===== src/rtl/crt_scanner_if.sv =====
// Pixel stream from the scanner to the display/framebuffer writer.
// The scanner holds valid and pixel data steady until the writer takes the pixel.
interface crt_scanner_if;
    logic       pix_valid;
    logic       pix_ready;
    logic [7:0] pix_x;
    logic [7:0] pix_y;
    logic       pix_on;

    modport master (output pix_valid, pix_x, pix_y, pix_on, input pix_ready);
    modport slave  (input pix_valid, pix_x, pix_y, pix_on, output pix_ready);
endinterface


===== src/rtl/crt_scanner.sv =====
// CRT scanner: runs the X-delta program from a combinational ROM, one entry per accepted pixel.
// Emits the raster stream, tracks X and accumulates signal strength at the sampled cycles.
module crt_scanner #(
    parameter int ADDR_BITS  = 8,
    parameter int DATA_WIDTH = 8,
    parameter int X_WIDTH    = 16,
    parameter int SUM_WIDTH  = 24
) (
    input  logic                        clk,
    input  logic                        rst_n,
    input  logic                        i_start,
    output logic [ADDR_BITS-1:0]        o_rom_addr,
    input  logic [DATA_WIDTH-1:0]       i_rom_data,
    input  logic [7:0]                  i_screen_w,
    input  logic [7:0]                  i_screen_h,
    crt_scanner_if.master               pix,
    output logic signed [X_WIDTH-1:0]   o_x_reg,
    output logic signed [SUM_WIDTH-1:0] o_sig_sum,
    output logic                        o_busy,
    output logic                        o_done
);

    typedef enum logic [1:0] {S_IDLE, S_RUN, S_DONE} state_t;

    state_t                       r_state;
    state_t                       w_state_nxt;
    logic [ADDR_BITS:0]           r_idx;
    logic [7:0]                   r_col;
    logic [7:0]                   r_row;
    logic [7:0]                   r_w;
    logic [15:0]                  r_total;
    logic signed [X_WIDTH-1:0]    r_x;
    logic signed [SUM_WIDTH-1:0]  r_sum;

    logic                         w_run;
    logic                         w_start_run;
    logic                         w_fire;
    logic                         w_last;
    logic                         w_sample;
    logic [ADDR_BITS:0]           w_n;
    logic [15:0]                  w_total_in;
    logic signed [X_WIDTH-1:0]    w_delta;
    logic signed [SUM_WIDTH-1:0]  w_n_s;
    logic signed [SUM_WIDTH-1:0]  w_x_s;
    logic signed [SUM_WIDTH-1:0]  w_prod;
    logic signed [X_WIDTH:0]      w_diff;

    assign w_run       = (r_state == S_RUN);
    assign w_start_run = !w_run && i_start;
    assign w_fire      = w_run && pix.pix_ready;
    assign w_n         = r_idx + 1'b1;
    assign w_last      = (32'(w_n) == 32'(r_total));
    assign w_total_in  = 16'(i_screen_w) * 16'(i_screen_h);

    assign w_delta = {{(X_WIDTH-DATA_WIDTH){i_rom_data[DATA_WIDTH-1]}}, i_rom_data};

    // n is a positive cycle number, X is signed; both widened before the multiply
    // so the product is the true signed value modulo 2^SUM_WIDTH.
    assign w_n_s  = {{(SUM_WIDTH-ADDR_BITS-1){1'b0}}, w_n};
    assign w_x_s  = {{(SUM_WIDTH-X_WIDTH){r_x[X_WIDTH-1]}}, r_x};
    assign w_prod = w_n_s * w_x_s;

    always_comb begin
        w_sample = 1'b0;
        case (32'(w_n))
            32'd20, 32'd60, 32'd100, 32'd140, 32'd180, 32'd220: w_sample = 1'b1;
            default: w_sample = 1'b0;
        endcase
    end

    // Sprite hit test: X - col in {-1,0,1}, one extra bit so the difference cannot wrap.
    assign w_diff = {r_x[X_WIDTH-1], r_x} - {{(X_WIDTH-7){1'b0}}, r_col};

    always_ff @(posedge clk or negedge rst_n) begin
        if (!rst_n) r_state <= S_IDLE;
        else        r_state <= w_state_nxt;
    end

    always_comb begin
        w_state_nxt   = r_state;
        pix.pix_valid = 1'b0;
        o_busy        = 1'b0;
        o_done        = 1'b0;
        case (r_state)
            S_IDLE, S_DONE: begin
                o_done = (r_state == S_DONE);
                if (i_start) w_state_nxt = (w_total_in == 16'd0) ? S_DONE : S_RUN;
            end
            S_RUN: begin
                pix.pix_valid = 1'b1;
                o_busy        = 1'b1;
                if (pix.pix_ready && w_last) w_state_nxt = S_DONE;
            end
            default: w_state_nxt = S_IDLE;
        endcase
    end

    always_ff @(posedge clk or negedge rst_n) begin
        if (!rst_n) begin
            r_idx   <= '0;
            r_col   <= '0;
            r_row   <= '0;
            r_w     <= '0;
            r_total <= '0;
            r_x     <= X_WIDTH'(1);
            r_sum   <= '0;
        end else if (w_start_run) begin
            r_idx   <= '0;
            r_col   <= '0;
            r_row   <= '0;
            r_w     <= i_screen_w;
            r_total <= w_total_in;
            r_x     <= X_WIDTH'(1);
            r_sum   <= '0;
        end else if (w_fire) begin
            if (w_sample) r_sum <= r_sum + w_prod;
            r_x   <= r_x + w_delta;
            r_idx <= w_n;
            if (w_last) begin
                r_col <= '0;
                r_row <= '0;
            end else if (r_col == r_w - 8'd1) begin
                r_col <= '0;
                r_row <= r_row + 8'd1;
            end else begin
                r_col <= r_col + 8'd1;
            end
        end
    end

    assign o_rom_addr = r_idx[ADDR_BITS-1:0];
    assign pix.pix_x  = r_col;
    assign pix.pix_y  = r_row;
    assign pix.pix_on = w_run && ((w_diff == '1) || (w_diff == '0) || (w_diff == (X_WIDTH+1)'(1)));
    assign o_x_reg    = r_x;
    assign o_sig_sum  = r_sum;

endmodule

===== src/flat_wrapper.sv =====
// flat-port wrapper written by rule: the top's interface ports become plain ports
module crt_scanner_flat 
#(
    parameter int ADDR_BITS  = 8,
    parameter int DATA_WIDTH = 8,
    parameter int X_WIDTH    = 16,
    parameter int SUM_WIDTH  = 24
)
  (clk, rst_n, i_start, o_rom_addr, i_rom_data, i_screen_w, i_screen_h, o_x_reg, o_sig_sum, o_busy, o_done, pix_pix_valid, pix_pix_x, pix_pix_y, pix_pix_on, pix_pix_ready);
  crt_scanner_if pix_i ();
  input  logic clk;
  input  logic rst_n;
  input  logic i_start;
  output logic [ADDR_BITS-1:0] o_rom_addr;
  input  logic [DATA_WIDTH-1:0] i_rom_data;
  input  logic [7:0] i_screen_w;
  input  logic [7:0] i_screen_h;
  output logic signed [X_WIDTH-1:0] o_x_reg;
  output logic signed [SUM_WIDTH-1:0] o_sig_sum;
  output logic o_busy;
  output logic o_done;
  output wire logic [$bits(pix_i.pix_valid)-1:0] pix_pix_valid;
  output wire logic [$bits(pix_i.pix_x)-1:0] pix_pix_x;
  output wire logic [$bits(pix_i.pix_y)-1:0] pix_pix_y;
  output wire logic [$bits(pix_i.pix_on)-1:0] pix_pix_on;
  input wire logic [$bits(pix_i.pix_ready)-1:0] pix_pix_ready;
  assign pix_pix_valid = pix_i.pix_valid;
  assign pix_pix_x = pix_i.pix_x;
  assign pix_pix_y = pix_i.pix_y;
  assign pix_pix_on = pix_i.pix_on;
  assign pix_i.pix_ready = pix_pix_ready;
  crt_scanner #(.ADDR_BITS(ADDR_BITS), .DATA_WIDTH(DATA_WIDTH), .X_WIDTH(X_WIDTH), .SUM_WIDTH(SUM_WIDTH)) u_core (.clk(clk), .rst_n(rst_n), .i_start(i_start), .o_rom_addr(o_rom_addr), .i_rom_data(i_rom_data), .i_screen_w(i_screen_w), .i_screen_h(i_screen_h), .pix(pix_i), .o_x_reg(o_x_reg), .o_sig_sum(o_sig_sum), .o_busy(o_busy), .o_done(o_done));
endmodule

===== config.mk =====
export PLATFORM = sky130hd
export DESIGN_NAME = crt_scanner_flat
export DESIGN_NICKNAME = d
export VERILOG_FILES = /design/src/rtl/crt_scanner_if.sv /design/src/rtl/crt_scanner.sv /design/src/flat_wrapper.sv
export SDC_FILE = /design/constraint.sdc
export NUM_CORES = 1
export LEC_CHECK = 0
export CORE_UTILIZATION = 45
export CTS_CLUSTER_SIZE = 28
export DETAILED_ROUTE_END_ITERATION = 8
export GPL_TIMING_DRIVEN = 0
export MAX_ROUTING_LAYER = met4
export PLACE_DENSITY = 0.72
export SETUP_SLACK_MARGIN = 0.3
export SYNTH_ARGS = -nofsm -noshare
export SYNTH_HDL_FRONTEND = slang
export SYNTH_SLANG_ARGS = --single-unit

===== constraint.sdc =====
create_clock -name clk -period 9.7 [get_ports clk]
set_input_delay 1.94 -clock clk [delete_from_list [all_inputs] [get_ports clk]]
set_output_delay 1.94 -clock clk [all_outputs]
set_load 0.02 [all_outputs]

==> impl_metrics.ini <==
[final_layout]
fillers = 2735
final_cell_mix = 280 x inv_1, 245 x nand2_1, 175 x fa_1, 120 x ha_1
regArea_sq_um = 2280
area_delta_synth_final_pct = 12.6
nNetsFinal = 2007
largest_reg_flops = 24
antennaDiodeCount = 0
layout_commonest_cell = inv_1
layout-drive-gt1-share_pct = 3.26
multiInputGateArea_sq_um = 10100

[clock_network]
htreeDepth = 3
cts_resized = 0
cts_max_path_buffers = 2
path_clk_slew_ns = 0.09
hold_buffers = 0
cts_made_buffers = 9
cts_tree = built
cts_sinks = 91
cts_setup_buffers = 0
clock_latency_ns = 0.37
cts-root-buf = clkbuf_16

[sta]
period_needed_ns = 7.51
setup_violations = 0
rsz0062_at_grt = false
finalHoldViolations = 0
clock_skew_ns = 0.0135
slew_headroom_pct = 32.4
worst_pin_slew_ns = 1.01
post-route-period-util_pct = 77.4
fin_setup_tns_ns = 0
slew_viol_final = 0
maxClockFrequency_mhz = 133

[floorplanning]
pin_count = 96
fp.dieArea_sq_um = 31100
placementRows = 63
die_width_um = 176
core_area_sq_um = 29800
dieHeight_um = 176
start_util_pct = 45.9

[run_status]
status = finished, final reports clean

[synth]
ys_ff_latch = 91
yosysSeqAreaShare_pct = 16.7
ys_warn_count = 0
synth-edff-count = 0
syn_area_sq_um = 13700
yosys.cell_types.count = 80
synthFlopType = dfrtp_1
async_reset_ff_share_pct = 100
syn_inst = 1581
syn_avg_cell_area_sq_um = 8.65
syn_nets = 1904

[detailed_routing]
drt-total-wl_mm = 33.7
postRouteAntennaNets = 0
drt_iter0_drc = 669
viasPerCell = 5.36
first_pass_iters = 5
routedWlPerCell_um = 16.2
vias = 11100
post-route-drc-count = 0

[global_route]
grt_max_degree = 52
grt_pass1_vias = 11700
antenna_found_initial = 0
track_usage_pct = 24.2
grt_pass1_wl_mm = 57.7
grt_remaining_overflow = 0

[worst_setup_path]
r2r-end = u_core.o_sig_sum[23]
endpoint = u_core.o_sig_sum[23]
path_class = reg -> reg
critPathCaptureType = flip-flop
worst_ep_arrival_time_ns = 7.77
worstSetupStartpointType = flip-flop
cp-startpoint = u_core.r_idx[1]
worstPathMaxFanout = 10
ff2ff_path_depth = 22
required_ns = 9.96
rrSetupSlack_ns = 2.19
crit-reg2reg-launch = u_core.r_idx[1]

[place]
portBuffers = 91
gp_congestion = 0.885
hpwl_mm = 27.2

[flow_run]
max_cap_viol_count = 0

[hold_path]
min_path_cells = 2
min_path_type = reg -> reg
==> worst min path at each step <==
stage	start	end	slack, ns
3_3_place_gp	u_core.r_total[10]	u_core.r_total[10]	0.46
2_1_floorplan	u_core.r_total[10]	u_core.r_total[10]	0.45
4_1_cts	u_core.r_total[11]	u_core.r_total[11]	0.49
5_1_grt	u_core.r_total[11]	u_core.r_total[11]	0.50
6_report	u_core.r_total[10]	u_core.r_total[10]	0.49
3_5_place_dp	u_core.r_total[10]	u_core.r_total[10]	0.47
==> kinds of logic (layout without fill, tap and decap cells) <==
family / Yosys count / in the layout / share of synthesized area (%)
AO/OA/AOI/OAI: 210 / 210 / 10.5
XOR/XNOR: 77 / 77 / 5.50
adder cells (fa/ha/maj): 295 / 295 / 36.6
buffers and inverters: 344 / 452 / 9.88
flip-flops: 91 / 91 / 16.7
multiplexers: 30 / 30 / 2.28
AND/OR/NAND/NOR: 534 / 534 / 18.6
==> worst max-delay path: stages (launching register included) <==
cell,delay [ns]
dfrtp_1,0.52
ha_1,0.30
xor2_1,0.81
clkbuf_1,0.47
nand2_1,0.14
fa_1,0.52
inv_1,0.06
fa_1,0.50
inv_1,0.05
fa_1,0.47
inv_1,0.05
fa_1,0.54
inv_1,0.06
fa_1,0.52
inv_1,0.04
ha_1,0.33
o21a_1,0.13
a2111oi_0,0.62
nand4b_1,0.28
a21boi_0,0.19
o41ai_1,0.51
xnor2_1,0.18
mux2i_1,0.09
==> through the flow <==
| step | util, % | instances | area, sq um | setup slack (ns) | hold slack [ns] |
|---|---|---|---|---|---|
| after floorplan | - | 1581 | 13700 | 3.30 | 0.446 |
| after global placement | 50.6 | 2062 | 15100 | 2.30 | 0.464 |
| after detailed placement | 50.7 | 2063 | 15100 | 2.26 | 0.471 |
| after CTS | 51.7 | 2079 | 15400 | 2.20 | 0.492 |
| after global routing | 51.7 | 2079 | 15400 | 1.83 | 0.505 |
| final | 51.7 | 2079 | 15400 | 2.19 | 0.489 |
==> cell type report <==
type                            count  share of cell area (%)
Buffer                             64                    1.95
Clock buffer                        9                    1.46
Clock inverter                      7                   0.471
Inverter                          280                    6.82
Multi-Input combinational cell   1146                    65.3
Sequential cell                    91                    14.8
Tap cell                          390                    3.17
Timing Repair Buffer               92                    6.08
==> cells in the mapped netlist, types with 3 or more instances <==
master	number	share of area (%)
and2_1	55	2.5
xnor3_1	4	0.66
buf_6	3	0.25
nand2b_1	11	0.50
nor3b_1	3	0.16
buf_4	9	0.49
a22o_1	4	0.26
nor2_1	63	1.7
xnor2_1	40	2.6
o41ai_1	3	0.19
nor3_1	36	1.3
nor2b_1	44	2.0
mux2i_1	26	1.9
nand4_1	6	0.27
o21a_1	10	0.55
nand3b_1	4	0.22
o211ai_1	7	0.38
ha_1	120	11
nor4_1	5	0.23
or3_1	7	0.32
clkbuf_1	48	1.3
a31o_2	3	0.19
nand2_1	245	6.7
o31ai_1	8	0.44
or4_1	3	0.16
inv_1	280	7.7
o21ai_0	58	2.1
a21oi_1	40	1.5
nand3_1	29	1.1
fa_1	175	26
xor2_1	30	1.9
nor4b_1	3	0.19
o21bai_1	6	0.33
a31oi_1	7	0.32
a211oi_1	11	0.60
a21o_1	16	0.88
and3_1	9	0.41
dfrtp_1	90	16
buf_2	3	0.11
a311oi_1	3	0.19
==> metal layers <==
metal,GRT usage (%),vias to the layer above,share of wire (%)
met5,-,-,0
met4,7.58,0,2.4
met3,3.40,48,4.9
met2,40.6,283,49
met1,30.1,5557,43
li1,-,5248,-
Power is left out: the tool's default activity adds up to more than one toggle a clock period on the data nets, which glitch-free logic cannot reach.
